<file path="src/rtl/muldiv_pkg.sv">
// Shared types for the HI/LO multiply/divide sequencer: operation codes and FSM states.
// Latency: none (type definitions only).
// Backpressure: none.
package muldiv_pkg;

  // Operation requested by the ALU-control decode
  typedef enum logic [1:0] {
    OP_MULT = 2'b00,
    OP_DIVU = 2'b01,
    OP_MTHI = 2'b10,
    OP_MTLO = 2'b11
  } op_t;

  // Sequencer states
  typedef enum logic [1:0] {
    S_IDLE = 2'b00,
    S_RUN  = 2'b01,
    S_DONE = 2'b10
  } state_t;

endpackage

</file>
<file path="src/rtl/muldiv_step.sv">
// One combinational iteration of the engine: shift-add multiply or restoring divide.
// Latency: combinational; the sequencer registers the results once per cycle.
// Backpressure: none; the sequencer only applies the outputs while in RUN.
module muldiv_step
  import muldiv_pkg::*;
#(
  parameter int N = 4
) (
  input  op_t            op_i,
  input  logic [2*N-1:0] acc_i,      // MULT: {partial product, multiplier}; DIVU: {unused, dividend/quotient}
  input  logic [N:0]     rem_i,      // DIVU partial remainder
  input  logic [N-1:0]   operand_i,  // MULT multiplicand / DIVU divisor
  output logic [2*N-1:0] acc_o,
  output logic [N:0]     rem_o,
  output logic           qbit_o
);

  logic [N:0] sum;
  logic [N:0] shifted;
  logic [N:0] trial;

  // Compute both datapaths; op_i selects which one updates the accumulator
  always_comb begin
    // Multiply: add multiplicand to the upper half when the multiplier LSB is set,
    // then shift right; the carry lands in the accumulator MSB.
    sum     = {1'b0, acc_i[2*N-1:N]} + (acc_i[0] ? {1'b0, operand_i} : {(N+1){1'b0}});
    // Divide: bring the next dividend bit into the remainder and trial-subtract.
    shifted = (rem_i << 1) | {{N{1'b0}}, acc_i[N-1]};
    trial   = shifted - {1'b0, operand_i};
    qbit_o  = (shifted >= {1'b0, operand_i});
    rem_o   = qbit_o ? trial : shifted;
    acc_o   = acc_i;
    if (op_i == OP_MULT) begin
      acc_o = {sum, acc_i[N-1:1]};
    end else if (op_i == OP_DIVU) begin
      acc_o = {acc_i[2*N-1:N], acc_i[N-2:0], qbit_o};
    end
  end

endmodule

</file>
<file path="src/rtl/muldiv_sequencer.sv">
// Multi-cycle HI/LO multiply/divide controller owning the architectural HI/LO registers.
// Latency: MULT/DIVU done N cycles after accept, MTHI/MTLO 0 (done in the cycle after accept).
// Backpressure: start is sampled only in IDLE; requests while busy are dropped, not queued.
// Optional feature macro MULDIV_DIV0_FAST_EN: DIVU by zero completes at the accept edge.
module muldiv_sequencer
  import muldiv_pkg::*;
#(
  parameter int N = 4
) (
  input  logic         clk,
  input  logic         reset,
  input  logic         start,
  input  op_t          op,
  input  logic [N-1:0] a,
  input  logic [N-1:0] b,
  output logic         busy,
  output logic         done,
  output logic [N-1:0] hi,
  output logic [N-1:0] lo,
  output logic         div_by_zero
);

  localparam int CW = $clog2(N + 1);
  localparam logic [CW-1:0] LAST_CNT = CW'(N - 1);

  state_t          state_q;
  op_t             op_q;
  logic [2*N-1:0]  acc_q;
  logic [N:0]      rem_q;
  logic [N-1:0]    opnd_q;
  logic [CW-1:0]   count_q;
  logic [N-1:0]    hi_q;
  logic [N-1:0]    lo_q;
  logic            busy_q;
  logic            done_q;
  logic            div0_q;

  logic [2*N-1:0]  acc_d;
  logic [N:0]      rem_d;
  logic            qbit_d;

  muldiv_step #(.N(N)) u_step (
    .op_i      (op_q),
    .acc_i     (acc_q),
    .rem_i     (rem_q),
    .operand_i (opnd_q),
    .acc_o     (acc_d),
    .rem_o     (rem_d),
    .qbit_o    (qbit_d)
  );

  // FSM, iteration counter, working registers and HI/LO, all with registered outputs
  always_ff @(posedge clk or posedge reset) begin
    if (reset) begin
      state_q <= S_IDLE;
      op_q    <= OP_MULT;
      acc_q   <= '0;
      rem_q   <= '0;
      opnd_q  <= '0;
      count_q <= '0;
      hi_q    <= '0;
      lo_q    <= '0;
      busy_q  <= 1'b0;
      done_q  <= 1'b0;
      div0_q  <= 1'b0;
    end else begin
      done_q <= 1'b0;
      case (state_q)
        S_IDLE: begin
          if (start) begin
            op_q    <= op;
            count_q <= '0;
            div0_q  <= 1'b0;
            busy_q  <= 1'b1;
            case (op)
              OP_MULT: begin
                // Multiplier sits in the low half and is consumed LSB first
                acc_q   <= {{N{1'b0}}, b};
                opnd_q  <= a;
                state_q <= S_RUN;
              end
              OP_DIVU: begin
                // Dividend sits in the low half and is consumed MSB first
                acc_q  <= {{N{1'b0}}, a};
                rem_q  <= '0;
                opnd_q <= b;
`ifdef MULDIV_DIV0_FAST_EN
                if (b == '0) begin
                  hi_q    <= a;
                  lo_q    <= '1;
                  div0_q  <= 1'b1;
                  done_q  <= 1'b1;
                  state_q <= S_DONE;
                end else begin
                  state_q <= S_RUN;
                end
`else
                state_q <= S_RUN;
`endif
              end
              OP_MTHI: begin
                hi_q    <= a;
                done_q  <= 1'b1;
                state_q <= S_DONE;
              end
              OP_MTLO: begin
                lo_q    <= a;
                done_q  <= 1'b1;
                state_q <= S_DONE;
              end
            endcase
          end
        end
        S_RUN: begin
          acc_q <= acc_d;
          rem_q <= rem_d;
          if (count_q == LAST_CNT) begin
            // Final iteration: commit HI and LO together from the step outputs
            count_q <= '0;
            done_q  <= 1'b1;
            state_q <= S_DONE;
            if (op_q == OP_MULT) begin
              {hi_q, lo_q} <= acc_d;
            end else begin
              hi_q   <= rem_d[N-1:0];
              lo_q   <= {acc_q[N-2:0], qbit_d};
              div0_q <= (opnd_q == '0);
            end
          end else begin
            count_q <= count_q + CW'(1);
          end
        end
        S_DONE: begin
          busy_q  <= 1'b0;
          state_q <= S_IDLE;
        end
        default: begin
          busy_q  <= 1'b0;
          state_q <= S_IDLE;
        end
      endcase
    end
  end

  assign busy        = busy_q;
  assign done        = done_q;
  assign hi          = hi_q;
  assign lo          = lo_q;
  assign div_by_zero = div0_q;

endmodule

</file>
<file path="config.mk">
export PLATFORM = sky130hd
export DESIGN_NAME = muldiv_sequencer
export DESIGN_NICKNAME = d
export VERILOG_FILES = /design/src/rtl/muldiv_pkg.sv /design/src/rtl/muldiv_step.sv /design/src/rtl/muldiv_sequencer.sv
export SDC_FILE = /design/constraint.sdc
export NUM_CORES = 1
export LEC_CHECK = 0
export CAP_MARGIN = 20
export CORE_AREA = 2 2 69 71
export DETAILED_ROUTE_END_ITERATION = 8
export DIE_AREA = 0 0 71 73
export GPL_TIMING_DRIVEN = 0
export PLACE_DENSITY = 0.77
export SYNTH_ARGS = -nofsm -noshare
export SYNTH_HDL_FRONTEND = slang
export SYNTH_HIERARCHICAL = 1
export SYNTH_SLANG_ARGS = --single-unit
</file>
<file path="constraint.sdc">
create_clock -name clk -period 3.1 [get_ports clk]
set_clock_uncertainty 0.15 [all_clocks]
set_input_delay 0.465 -clock clk [delete_from_list [all_inputs] [get_ports clk]]
set_output_delay 0.465 -clock clk [all_outputs]
set_load 0.05 [all_outputs]
</file>
==> impl_metrics.yaml, run 1 <==
outcome:
  status: "finished clean"
power:
  seqPwrFrac_pct: 25.7
  p_comb_share_pct: 63.3
  ir_worst_vdd_mv: 0.5241
  p_int_uw: 1652
  power.switching_uw: 1512
  sw_frac_of_total_pct: 47.78
  clkPwrFrac_pct: 11.0
  p_leak_uw: 0.001236
  p_per_area_nw_per_um2: 1145
finish:
  final_common_cell: "dfrtp_1"
  final_cell_mix: "34 x dfrtp_1, 23 x clkdlybuf4s50_1, 21 x inv_1, 16 x nor2_1, 12 x a211oi_1"
  finalNetCount: 297
  layoutNonFillerInstCount: 328
  layout-drive-gt1-share_pct: 12.77
  n_antenna_cell: 0
  seq_area_um2: 850.8
  areaGrowthSynthToFinish_pct: 17.94
  multiInputGateArea_um2: 1328
  n_fill_cell: 408
floorplanning:
  die_y_um: 73
  start_util_pct: 51.67
  dieArea_um2: 5183
  core_um2: 4536
  die_x_um: 71
  num_rows: 25
  pin_count: 24
setup_path:
  worstPathArrival_ns: 2.45
  crit_required_ns: 3.14
  reg2reg_from: "acc_q[0]$_DFFE_PP0P_"
  ff2ff_setup_slack_ns: 0.69
  cp_slowest_cell: "dfrtp_1"
  crit_type: "flip-flop to flip-flop"
  startpoint: "acc_q[0]$_DFFE_PP0P_"
  r2r_end: "hi[3]$_DFFE_PP0P_"
  crit_cells: 9
  ff2ff_path_depth: 9
  crit_buf_inv: 1
  worstSetupEndpoint: "hi[3]$_DFFE_PP0P_"
  path_max_fanout: 8
  cp_cell_sequence: "and2_1 > ha_1 > inv_1 > fa_1 > nor2b_1 > o21ai_0 > a21oi_1 > a211oi_1 > o32ai_1"
  crit_path_end_kind: "flip-flop"
  cpPeakStageDelay_ns: 0.48
  cpLargestDelayFamily: "compound AO/OA/AOI/OAI gates"
  start_kind: "flip-flop"
global_route:
  grt_pass1_wl_um: 9404
  grt_overflow: 0
  grt_pass1_vias: 1928
  use_met1_pct: 32.60
  grt_usage_pct: 23.33
  grt_max_degree: 24
  grt_util_met2_pct: 38.11
  busiest_layer: "met2"
  antenna_found_initial: 0
  grtUsageMet3_pct: 3.729
placement:
  gp_congestion: 0.8639
  port_buffers: 23
  dpl.hpwl_um: 4236
  dp_cells: 320
synthesis:
  yosysWarnings: 6
  synth.avg_cell_area_um2: 9.684
  synthesis.nets: 266
  syn-cell-area_um2: 2343
  synthCells: 242
timing:
  worstMarginPinSlew_ns: 0.6168
  rsz0062_at_grt: "no"
  layout_min_cycle_time_ns: 2.409
  relSlewSlack_pct: 58.73
  fmax_mhz: 415.2
  post-route-period-util_pct: 77.70
  fin_tns_setup_ns: 0
  drv_slew: 0
  setup_viol: 0
  final-hold-violation-count: 0
cts:
  cts.htree.levels: 2
  post_cts_buffers: 0
  clk_latency_ns: 0.29
  ctsLongestPathBuffers: 2
  clkTransAtPathRegs_ns: 0.08
  cts_tree: "built"
  cts_root_buf: "clkbuf_8"
  cts.repair.resized: 0
  cts_sinks: 34
  cts_made_buffers: 5
  cts_hold_buf: 0
detailed_routing:
  wl_per_cell_um: 16.91
  via_count: 1939
  remaining_drc_errors: 0
  wirelength_um: 5547
  viasPerCell: 5.912
  drt_pass1_iterations: 4
  drtIter0Drc: 96
  antenna_left: 0
hold_path:
  hold_class: "flip-flop to flip-flop"
flow_run:
  drv_cap: 0
## how the worst min path moves through the flow
stage               slack (ns)                     from                       to  cells past startpoint
finish                    0.34  div_by_zero$_DFFE_PP0P_  div_by_zero$_DFFE_PP0P_                      1
global route              0.37  div_by_zero$_DFFE_PP0P_  div_by_zero$_DFFE_PP0P_                      1
CTS                       0.34  div_by_zero$_DFFE_PP0P_  div_by_zero$_DFFE_PP0P_                      1
detailed placement        0.32  div_by_zero$_DFFE_PP0P_  div_by_zero$_DFFE_PP0P_                      1
global placement          0.33   count_q[1]$_DFFE_PP0P_   count_q[1]$_DFFE_PP0P_                      1
floorplan                 0.31   count_q[0]$_DFFE_PP0P_   count_q[0]$_DFFE_PP0P_                      1
## layer usage
metal	share of wire [%]	up-vias
met1	48	934
met3	3.8	9
li1	-	945
met5	0	-
met4	1.4	0
met2	47	51
## layout make-up
cell class / count / share of cell area (%)
multi-input combinational: 172 / 48.03
buffer: 14 / 2.988
sequential: 34 / 30.78
tap: 54 / 2.445
timing repair buffer: 24 / 9.325
clock inverter: 2 / 0.4527
clock buffer: 6 / 2.988
inverter: 22 / 2.988
## per-stage QoR
stage                     util, %  power, uW  instance area [um^2]  hold slack, ns  setup slack (ns)
final                       60.94       3163                  2764          0.3391            0.6913
after global routing        60.94       3407                  2764          0.3738            0.5207
after CTS                   60.94       3176                  2764          0.3437            0.6833
after detailed placement    58.84       2816                  2669          0.3214            0.7072
after global placement      58.23       2768                  2641          0.3281            0.7553
after floorplan                 -       2310                  2344          0.3132             1.001
## flip-flops by register name, summed over array words and instances (netlist names)
signal,count
acc_q,8
busy,1
count_q,3
div_by_zero,1
done,1
hi,4
lo,4
op_q,2
opnd_q,4
rem_q,4
state_q,2
## power groups by stage
stage / Combinational, uW / Clock [uW] / Sequential, uW
global placement: 1960 / 0 / 810
detailed placement: 2000 / 0 / 818
global route: 2190 / 378 / 837
floorplan: 1320 / 0 / 987
finish: 2000 / 348 / 814
CTS: 2010 / 358 / 811
## worst reg2reg max path, stage by stage, from the launching register on
cell	delay, ns
dfrtp_1	0.48
and2_1	0.19
ha_1	0.17
inv_1	0.05
fa_1	0.38
nor2b_1	0.17
o21ai_0	0.10
a21oi_1	0.19
a211oi_1	0.13
o32ai_1	0.30
No activity file was read; power rests on OpenSTA's default activity.
==> inputs of run 2 (changes only) <==
CORE_AREA = 2 2 72 74   (was 2 2 69 71)
DIE_AREA = 0 0 74 76   (was 0 0 71 73)
PLACE_DENSITY = 0.74   (was 0.77)
clock period = 2.1 ns   (was 3.1 ns; I/O delays follow)
==> impl_metrics.yaml, run 2 (same netlist as run 1, synthesis figures left out) <==
global_route:
  grt_pass1_wl_um: 9929
  grt_usage_pct: 23.40
  antenna_found_initial: 0
  grt_pass1_vias: 2002
  grt_max_degree: 22
  grt_overflow: 0
setup_path:
  path_max_fanout: 4
  cpPeakStageDelay_ns: 0.45
  worstPathArrival_ns: 2.25
  reg2reg_from: "opnd_q[1]$_DFFE_PP0P_"
  crit_type: "flip-flop to flip-flop"
  startpoint: "opnd_q[1]$_DFFE_PP0P_"
  cp_slowest_cell: "dfrtp_2"
  start_kind: "flip-flop"
  crit_required_ns: 2.13
  cp_cell_sequence: "inv_2 > ha_4 > nand4_1 > nand2_2 > nor2_4 > buf_6 > buf_4 > o21ai_4 > or3b_1 > o211ai_1 > o2bb2ai_1"
  crit_path_end_kind: "flip-flop"
outcome:
  violations: "setup timing"
  status: "finished with violations"
finish:
  final_common_cell: "dfrtp_1"
  top_register: "acc_q"
  layout-drive-gt1-share_pct: 32.44
  fin_util_pct: 65.59
  areaGrowthSynthToFinish_pct: 37.48
  finalNetCount: 322
  n_fill_cell: 363
  final_cell_mix: "32 x dfrtp_1, 23 x clkdlybuf4s50_1, 20 x buf_4, 16 x nor2_1, 15 x inv_1"
  n_antenna_cell: 0
  largest_register_ffs: 8
hold_path:
  hold_class: "input port to async pin"
detailed_routing:
  drtIter0Drc: 105
  viasPerCell: 5.775
  drt_pass1_iterations: 5
  wl_per_cell_um: 17.51
  via_count: 2131
  remaining_drc_errors: 0
  wirelength_um: 6461
  antenna_left: 0
floorplanning:
  num_rows: 26
  pin_count: 24
  core_um2: 4912
  die_x_um: 74
  die_y_um: 76
  dieArea_um2: 5624
  start_util_pct: 47.71
cts:
  cts_sinks: 34
  cts_made_buffers: 5
  cts_root_buf: "clkbuf_8"
  clk_latency_ns: 0.30
  cts.htree.levels: 2
  cts_tree: "built"
  ctsLongestPathBuffers: 2
  cts_hold_buf: 0
  clkTransAtPathRegs_ns: 0.07
placement:
  port_buffers: 23
  gp_congestion: 0.8837
  dpl.hpwl_um: 4361
timing:
  worstMarginPinSlew_ns: 0.8399
  hold_slack_ns: 0.2696
  setup_viol: 5
  layout_min_cycle_time_ns: 2.218
  post-route-period-util_pct: 105.6
  final-hold-violation-count: 0
  rsz0062_at_grt: "yes"
  relSlewSlack_pct: 43.80
  drv_slew: 0
  fmax_mhz: 450.9
  setup_ws_ns: -0.1179
power:
  ir_worst_vdd_mv: 0.8050
  p_leak_uw: 0.001387
  p_per_area_nw_per_um2: 1851
  finalPower_uw: 5963
flow_run:
  drv_cap: 0
-- run 2: layer usage --
metal,part of all wire (%),wire length (um),vias up,global-route usage (%)
li1,-,-,996,-
met1,43,2809,1046,31.25
met2,48,3123,66,35.71
met3,4.2,274,23,4.365
met4,3.9,253,0,11.82
met5,0,0,-,0
-- run 2: timing repair --
item | CTS | global route
resized for setup | 30 | 20
pin swaps | 19 | 19
setup buffers | 16 | 10
endpoints found under the setup margin | 6 | 7
-- run 2: power breakdown --
group	switching, uW	leakage [uW]	internal, uW
combinational	2190	0.000910	1990
sequential	253	0.000420	947
clock	257	0.0000575	331
total	2700	0.00139	3270
-- run 2: final cells by class --
class                      instances  area (um^2)  area share [%]
buffer                            14        82.58           2.563
tap                               70        87.58           2.718
sequential                        34        853.3           26.49
inverter                          22        82.58           2.563
multi-input combinational        172         1534           47.61
timing repair buffer              49        471.7           14.64
clock buffer                       8        110.1           3.417
-- run 2: final timing paths --
kind | end | slack [ns] | cells after the start
setup / recovery | acc_q[0]$_DFFE_PP0P_ | -0.12 | 11
max in group asynchronous | opnd_q[1]$_DFFE_PP0P_ | 0.99 | 3
hold reg to reg | div_by_zero$_DFFE_PP0P_ | 0.34 | 1
setup reg to reg | acc_q[0]$_DFFE_PP0P_ | -0.12 | 11
hold / removal | lo[3]$_DFFE_PP0P_ | 0.27 | 2
min in group clk | div_by_zero$_DFFE_PP0P_ | 0.34 | 1
-- run 2: worst max-delay path, delay by kind of cell (launching register included) --
kind	cells	cell delay [ns]
AND/OR/NAND/NOR	4	0.70
buffers and inverters	3	0.33
flip-flops	1	0.45
AO/OA/AOI/OAI	3	0.25
adder cells (fa/ha/maj)	1	0.21
-- run 2: stage by stage --
stage | area, um^2 | setup WS (ns) | cells | setup TNS (ns)
global route | 3222 | -0.2147 | 369 | -1.001
CTS | 3067 | -0.07365 | 360 | -0.2825
global placement | 2661 | -0.2558 | 335 | -0.8857
floorplan | 2344 | 0.0009808 | 242 | 0
detailed placement | 2689 | -0.2779 | 336 | -1.025
finish | 3222 | -0.1179 | 369 | -0.4990
==> inputs of run 3 (changes only) <==
CORE_AREA = 2 2 69 71   (was 2 2 72 74)
DIE_AREA = 0 0 71 73   (was 0 0 74 76)
PLACE_DENSITY = 0.77   (was 0.74)
clock period = 2.19 ns   (was 2.1 ns; I/O delays follow)
==> impl_metrics.yaml, run 3 (same netlist as run 1, synthesis figures left out) <==
setup_path:
  ff2ff_path_depth: 11
  crit_buf_inv: 4
  cp_cell_sequence: "buf_6 > ha_4 > nand4_1 > nand2_2 > nor2_4 > buf_6 > buf_4 > inv_2 > o21a_1 > a211oi_1 > o32ai_1"
  crit_required_ns: 2.20
  crit_cells: 11
  path_max_fanout: 4
  reg2reg_from: "opnd_q[0]$_DFFE_PP0P_"
  crit_path_end_kind: "flip-flop"
  r2r_end: "lo[0]$_DFFE_PP0P_"
  cpPeakStageDelay_ns: 0.41
  worstPathArrival_ns: 2.25
  cp_slowest_cell: "dfrtp_1"
  crit_top_cell: "buf_6"
  start_kind: "flip-flop"
  crit_type: "flip-flop to flip-flop"
  ff2ff_setup_slack_ns: -0.05
  cpLargestDelayFamily: "compound AO/OA/AOI/OAI gates"
placement:
  port_buffers: 23
  place_area_um2: 2669
  gp_congestion: 0.8639
  dpl.hpwl_um: 4236
power:
  sw_frac_of_total_pct: 46.34
  p_int_uw: 2838
  power.switching_uw: 2451
  p_leak_uw: 0.001320
  clkPwrFrac_pct: 9.5
  finalPower_uw: 5290
  seqPwrFrac_pct: 21.9
  p_per_area_nw_per_um2: 1729
  p_comb_share_pct: 68.6
  ir_worst_vdd_mv: 0.7733
timing:
  fmax_mhz: 445.9
  fin_tns_setup_ns: -0.1010
  rsz0062_at_grt: "yes"
  worstMarginPinSlew_ns: 0.7846
  post-route-period-util_pct: 102.4
  relSlewSlack_pct: 47.50
  final-hold-violation-count: 0
  setup_viol: 2
  setup_ws_ns: -0.05281
  layout_min_cycle_time_ns: 2.243
  hold_slack_ns: 0.2215
  drv_slew: 0
floorplanning:
  die_x_um: 71
  pin_count: 24
  start_util_pct: 51.67
  core_um2: 4536
  die_y_um: 73
  dieArea_um2: 5183
  num_rows: 25
finish:
  finalNetCount: 311
  final_common_cell: "dfrtp_1"
  largest_register_ffs: 8
  final_cell_mix: "31 x dfrtp_1, 23 x clkdlybuf4s50_1, 17 x inv_1, 16 x nor2_1, 12 x buf_4"
  fin_util_pct: 67.45
  layout-drive-gt1-share_pct: 28.82
  areaGrowthSynthToFinish_pct: 30.54
  top_register: "acc_q"
  n_antenna_cell: 0
  design_area_um2: 3059
flow_run:
  drv_cap: 0
global_route:
  grt_max_degree: 24
  grt_pass1_wl_um: 9853
  grt_pass1_vias: 2021
  grt_usage_pct: 24.66
  grt_overflow: 0
  antenna_found_initial: 0
detailed_routing:
  drt_pass1_iterations: 4
  drtIter0Drc: 139
  via_count: 2035
  wl_per_cell_um: 17.88
  viasPerCell: 5.950
  antenna_left: 0
  remaining_drc_errors: 0
  wirelength_um: 6115
hold_path:
  hold_class: "input port to async pin"
cts:
  ctsLongestPathBuffers: 2
  cts_tree: "built"
  cts_sinks: 34
  cts_made_buffers: 5
  cts_root_buf: "clkbuf_8"
  clkTransAtPathRegs_ns: 0.08
  clk_latency_ns: 0.29
  cts.htree.levels: 2
outcome:
  status: "finished with violations"
  violations: "setup timing"
[run 3: power by group through the flow]
stage	combinational [uW]	clock [uW]	sequential (uW)
after floorplan	1870	0	1400
after global placement	2770	0	1150
after detailed placement	2830	0	1160
after CTS	3310	506	1150
after global routing	3900	546	1190
final	3630	503	1160
[run 3: stage by stage]
stage          setup WS (ns)  std cells
2_1_floorplan        0.09098        242
3_5_place_dp         -0.2028        320
6_report            -0.05281        342
4_1_cts             -0.03589        339
5_1_grt              -0.1000        342
3_3_place_gp         -0.1547        319
[run 3: area by class of cell]
class,instances,area (um^2)
Clock buffer,6,82.58
Tap cell,54,67.56
Sequential cell,34,854.6
Multi-Input combinational cell,172,1499
Timing Repair Buffer,38,377.9
Clock inverter,2,12.51
Fill cell,370,1476
Inverter,22,82.58
Buffer,14,82.58
[run 3: worst max path at each step]
stage	endpoint	slack (ns)	startpoint
4_1_cts	hi[3]$_DFFE_PP0P_	-0.04	opnd_q[0]$_DFFE_PP0P_
5_1_grt	hi[2]$_DFFE_PP0P_	-0.10	opnd_q[0]$_DFFE_PP0P_
3_3_place_gp	hi[2]$_DFFE_PP0P_	-0.15	opnd_q[2]$_DFFE_PP0P_
2_1_floorplan	hi[2]$_DFFE_PP0P_	0.09	rem_q[1]$_DFFE_PP0P_
3_5_place_dp	hi[3]$_DFFE_PP0P_	-0.20	acc_q[0]$_DFFE_PP0P_
6_report	lo[0]$_DFFE_PP0P_	-0.05	opnd_q[0]$_DFFE_PP0P_
[run 3: layer usage]
layer / global-route usage, % / routed length (um) / vias to the layer above
li1: - / - / 970
met1: 33.92 / 2863 / 1004
met2: 40.08 / 2966 / 53
met3: 4.696 / 219 / 8
met4: 6.709 / 65 / 0
met5: 0 / 0 / -
[run 3: what timing repair did]
action / CTS / global route
gates resized for setup: 19 / 22
endpoints found under the setup margin: 5 / 7
buffers inserted: 11 / 3
hold buffers: 0 / 0
pin swaps: 8 / 11
